[src/rtl/hls_fp17_to_fp32_pkg.sv]
// Shared constants and payload type for the fp17_to_fp32 conversion block.
//   FP32_W     : fp32 result width
//   FP17_W     : fp17 input width
//   SKID_DEPTH : default output skid buffer depth
package hls_fp17_to_fp32_pkg;

    localparam int unsigned FP32_W     = 32;
    localparam int unsigned FP17_W     = 17;
    localparam int unsigned SKID_DEPTH = 2;

    typedef logic [FP32_W-1:0] fp32_t;

endpackage : hls_fp17_to_fp32_pkg

[src/rtl/hls_fp17_to_fp32_fifo_mem.sv]
// DEPTH x WIDTH register array: synchronous write, asynchronous read,
// all entries cleared by the synchronous active-low reset.
//   clk_i   : clock
//   rst_ni  : synchronous active-low reset
//   we_i    : write enable
//   waddr_i : write address
//   wdata_i : write data
//   raddr_i : read address
//   rdata_o : read data (combinational from the array)
module hls_fp17_to_fp32_fifo_mem #(
    parameter int unsigned WIDTH = 32,
    parameter int unsigned DEPTH = 2,
    parameter int unsigned AW    = $clog2(DEPTH)
) (
    input  logic             clk_i,
    input  logic             rst_ni,
    input  logic             we_i,
    input  logic [AW-1:0]    waddr_i,
    input  logic [WIDTH-1:0] wdata_i,
    input  logic [AW-1:0]    raddr_i,
    output logic [WIDTH-1:0] rdata_o
);

    logic [WIDTH-1:0] mem_q [DEPTH];

    // Storage array
    always_ff @(posedge clk_i) begin
        if (!rst_ni) begin
            for (int i = 0; i < int'(DEPTH); i++) begin
                mem_q[i] <= '0;
            end
        end else if (we_i) begin
            mem_q[waddr_i] <= wdata_i;
        end
    end

    assign rdata_o = mem_q[raddr_i];

endmodule : hls_fp17_to_fp32_fifo_mem

[src/rtl/hls_fp17_to_fp32_chn_o_skid.sv]
// Output-channel skid buffer behind the fp17_to_fp32 core. Buffers converted
// results in a small FIFO, presents them on a valid/ready channel and tells
// the staller whether the core may advance.
//   nvdla_core_clk      : clock
//   nvdla_core_rstn     : synchronous active-low reset
//   core_wen            : core advance enable from the staller
//   core_o_ld           : core presents a result this cycle
//   core_o_dat          : result payload
//   chn_o_rsci_wen_comp : 1 = output side does not block the core
//   chn_o_pvld/prdy/pd  : downstream valid/ready/payload
//   chn_o_cnt           : current occupancy
module hls_fp17_to_fp32_chn_o_skid
    import hls_fp17_to_fp32_pkg::*;
#(
    parameter int unsigned WIDTH = FP32_W,
    parameter int unsigned DEPTH = SKID_DEPTH,
    parameter int unsigned CW    = $clog2(DEPTH) + 1
) (
    input  logic             nvdla_core_clk,
    input  logic             nvdla_core_rstn,
    input  logic             core_wen,
    input  logic             core_o_ld,
    input  logic [WIDTH-1:0] core_o_dat,
    output logic             chn_o_rsci_wen_comp,
    output logic             chn_o_pvld,
    input  logic             chn_o_prdy,
    output logic [WIDTH-1:0] chn_o_pd,
    output logic [CW-1:0]    chn_o_cnt
);

    localparam int unsigned AW = $clog2(DEPTH);

    logic [CW-1:0] count_q, count_d;
    logic [AW-1:0] wr_ptr_q, wr_ptr_d;
    logic [AW-1:0] rd_ptr_q, rd_ptr_d;
    logic          full, empty, push, pop;

    assign full  = (count_q == CW'(DEPTH));
    assign empty = (count_q == CW'(0));
    assign push  = core_wen & core_o_ld;
    assign pop   = chn_o_pvld & chn_o_prdy;

    // Stall request depends only on the registered fill level, never on prdy
    assign chn_o_rsci_wen_comp = ~core_o_ld | ~full;
    assign chn_o_pvld          = ~empty;
    assign chn_o_cnt           = count_q;

    // Next-state for pointers and occupancy; pointers wrap naturally (DEPTH is a power of two)
    always_comb begin
        count_d  = count_q;
        wr_ptr_d = wr_ptr_q;
        rd_ptr_d = rd_ptr_q;
        if (push) begin
            wr_ptr_d = wr_ptr_q + AW'(1);
        end
        if (pop) begin
            rd_ptr_d = rd_ptr_q + AW'(1);
        end
        count_d = count_q + CW'(push) - CW'(pop);
    end

    // Control registers
    always_ff @(posedge nvdla_core_clk) begin
        if (!nvdla_core_rstn) begin
            count_q  <= '0;
            wr_ptr_q <= '0;
            rd_ptr_q <= '0;
        end else begin
            count_q  <= count_d;
            wr_ptr_q <= wr_ptr_d;
            rd_ptr_q <= rd_ptr_d;
        end
    end

    hls_fp17_to_fp32_fifo_mem #(
        .WIDTH (WIDTH),
        .DEPTH (DEPTH),
        .AW    (AW)
    ) u_mem (
        .clk_i   (nvdla_core_clk),
        .rst_ni  (nvdla_core_rstn),
        .we_i    (push),
        .waddr_i (wr_ptr_q),
        .wdata_i (core_o_dat),
        .raddr_i (rd_ptr_q),
        .rdata_o (chn_o_pd)
    );

endmodule : hls_fp17_to_fp32_chn_o_skid
[config.mk]
export PLATFORM = sky130hd
export DESIGN_NAME = hls_fp17_to_fp32_chn_o_skid
export DESIGN_NICKNAME = d
export VERILOG_FILES = /design/src/rtl/hls_fp17_to_fp32_pkg.sv /design/src/rtl/hls_fp17_to_fp32_fifo_mem.sv /design/src/rtl/hls_fp17_to_fp32_chn_o_skid.sv
export SDC_FILE = /design/constraint.sdc
export NUM_CORES = 1
export LEC_CHECK = 0
export BUFFER_PORTS_ARGS = -buffer_cell sky130_fd_sc_hd__buf_2
export CORE_MARGIN = 3
export CORE_UTILIZATION = 40
export CTS_CLUSTER_DIAMETER = 30
export DETAILED_ROUTE_END_ITERATION = 12
export SLEW_MARGIN = 10
export SYNTH_ARGS = -nofsm -noshare
export SYNTH_HDL_FRONTEND = slang
export SYNTH_SLANG_ARGS = --single-unit
[constraint.sdc]
create_clock -name nvdla_core_clk -period 4 [get_ports nvdla_core_clk]
set_input_delay 0.2 -clock nvdla_core_clk [delete_from_list [all_inputs] [get_ports nvdla_core_clk]]
set_output_delay 0.2 -clock nvdla_core_clk [all_outputs]
set_load 0.02 [all_outputs]
==> impl_results.md <==
* Status: complete, no violations
* Slowest-stage cell, CP: nand2b_2
* Post CTS Setup Buffer Count at 0
* Post-Syn Area at 0.00304 mm²
* # nets final at 313
* Clock Tree Root: clkbuf_8
* Fin. max-slew vios at 0
* Clk_lat worst skew at 0.32 ns
* CP peak stage delay at 0.75 ns
* DRC viols at 0
* Die X-Extent at 93.2 µm
* Max cap viols at 0
* Drt initial violations at 71
* Number of placed I/O pins at 73
* R2R cell count at 3
* CTS Buf Count at 9
* GPL Wtd Cong at 0.715
* Total wire length at 5.38 mm
* Vert. Die Dim at 93.2 µm
* Design Area, Final at 0.00368 mm²
* Diode count at 0
* H-tree levels at 3
* Total track usage at 0.129
* Fill cell count at between 600 and 700
* Final period util at 0.526
* Fmax at between 0.4 and 0.5 GHz
* Initial core utilization at 0.415
* Port bufs at 72
* DIE AREA at 0.00869 mm²
* Grt ovf at 0
* Post-DRT Antenna Nets at 0
* Total power at 1.77 mW
* Gate Count Post-Synth at 201
* CP startpoint kind: register
* Seq. cell area at 0.00202 mm²
* Area growth syn-to-layout at 20.8%
* Worst r2r src: wr_ptr_q
* Leak pwr at 1.52 nW
* DR vias/cell at 4.61
* Critical path required time at 3.95 ns
* Worst Skew at between 0.007 and 0.008 ns
* PwrDens at 483 mW/mm²
* Placed cell areas at around 0.0035 mm²
* Post-Route Utilization at 0.501
* Min-delay src: core_o_dat[23]
* FF-to-FF End: u_mem.mem_q[1][27]
* Post_cts resized at 0
* 1st-pass router iterations at 4
* Setup Viol. Count Final at 0
* Vias in the first global route at 1757
* Final critical-path required period at 2.10 ns
* Multi-input gate area at 963 µm²
* Clk sinks at 69
* HP Class: input pin to register
* Cell Rows at 31
* Syn Nets at 239
* Maximum vdd ir drop at 0.231 mV
* Hold Path Sink: u_mem.mem_q[1][23]
* Crit end category: register
* R2R setup slack at 1.90 ns
* Hold Vio Cnt, Final at 0
* WS Path Type: register to register
* Routed vias at around 1700
* CTS tree: built
* Seq/Total Area, Yosys at 0.664
* WHS Path Cells at 2
* RSZ-0062 raised after global routing: no
* Synthesized area per cell at 15.1 µm²
* Worst rel slew slack at 0.255
* Actual slew at the worst max-slew pin at about 1.1 ns
* Layout cell share with drive strength beyond 1 at 0.439
* Synth Warn # at 0
* Netlist cell types at 25
* CTS max path bufs at 2
* Initial antenna violation count at 0
* Cell Chain, Critical Path: and4_1 -> buf_4 -> nand2b_2
* CTS clk-pin slew, worst paths at 0.07 ns
* Routed length per placed instance at 14.2 µm
* Core area at approximately 0.0073 mm²
* WP data arrival at 2.05 ns
* Pin count of the biggest net entering global routing at 34
* First-pass GRT wire length at ~8.5 mm
* Setup TNS at 0 ns
* Hpwl dp at 3.22 mm
* CP Max Fanout at 33
* Yosys reg bits at 69
* Hold_buf cts at 0
==> report_power, final <==
part / total [mW] / internal [mW] / switching, mW
registers: 0.898 / 0.842 / 0.0568
logic: 0.350 / 0.164 / 0.186
clock network: 0.526 / 0.284 / 0.242
==> kinds of logic after synthesis <==
logic type,count (synthesis),share of synthesized area
simple gates,80,0.170
flops,69,0.664
mux,33,0.122
buf+inv,11,0.0234
compound gates,4,0.00740
xor+xnor,3,0.00864
fa+ha+maj,1,0.00411
==> through the flow <==
stage / setup WS [ns] / cells / hold WS (ns)
finish: 1.90 / 379 / 0.159
global placement: 1.87 / 362 / 0.488
floorplan: 0.881 / 201 / 0.398
CTS: 1.87 / 378 / 0.149
detailed placement: 1.87 / 362 / 0.490
global route: 1.72 / 379 / 0.153
==> placed cells by master, fill, tap and decap left out, types with 2 or more instances in the layout <==
cell,n
buf_2,72
edfxtp_1,64
dfxtp_1,4
mux2_2,30
mux2_1,2
clkbuf_8,9
and4_1,2
nand3b_1,3
clkbuf_1,2
xnor2_1,2
and2_1,68
clkinv_2,2
==> metal layers <==
metal  wire length, µm  global-route usage  vias to the layer above
li1                  -                   -                      857
met1              2320               0.157                      834
met2              2700               0.217                       50
met3               261              0.0330                        7
met4                97              0.0549                        0
met5                 0                   0                        -
==> state kept, by name, summed over array words and instances, names as in the netlist, named ones only <==
name and count:
chn_o_cnt 2, rd_ptr_q 1, u_mem.mem_q 64, wr_ptr_q 1
==> layout make-up <==
cell class,instances,area share
well taps,99,0.0337
multi-input cells,121,0.262
repair buffers,74,0.104
flip-flops and latches,69,0.550
clock buffers,11,0.0357
clock inverters,5,0.0140
==> worst max-delay path by stage <==
stage | from | endpoint | slack [ns] | cells after the start
finish | wr_ptr_q | u_mem.mem_q[1][27] | 1.90 | 3
CTS | wr_ptr_q | u_mem.mem_q[1][21] | 1.87 | 3
global route | wr_ptr_q | u_mem.mem_q[1][19] | 1.72 | 3
floorplan | wr_ptr_q | u_mem.mem_q[0][0] | 0.88 | 1
global placement | wr_ptr_q | u_mem.mem_q[1][24] | 1.87 | 3
detailed placement | wr_ptr_q | u_mem.mem_q[1][2] | 1.87 | 3
==> synth_stat cells <==
library cell,count,share of area
and2_1,68,0.14
edfxtp_1,64,0.63
mux2_2,30,0.11
dfxtp_1,5,0.033
buf_2,3,0.0049
buf_6,3,0.011
clkbuf_2,3,0.0049
nand3b_1,3,0.0074
and4_1,2,0.0058
clkbuf_1,2,0.0025
mux2_1,2,0.0074
o21ai_0,2,0.0033
xnor2_1,2,0.0058
a21boi_1,1,0.0025
a21oi_1,1,0.0016
ha_1,1,0.0041
mux2i_1,1,0.0033
nand2_2,1,0.0021
nand2b_1,1,0.0021
nand3_1,1,0.0016
nor2_1,1,0.0012
nor3b_4,1,0.0062
or2_2,1,0.0021
or3_1,1,0.0021
xor2_1,1,0.0029
==> critical path: cells and delay by family, from the launching register on <==
family | cells | cell delay [ns]
buffers and inverters | 1 | 0.29
AND/OR/NAND/NOR | 2 | 0.97
flip-flops | 1 | 0.47
Power figures use the tool's default switching activity.
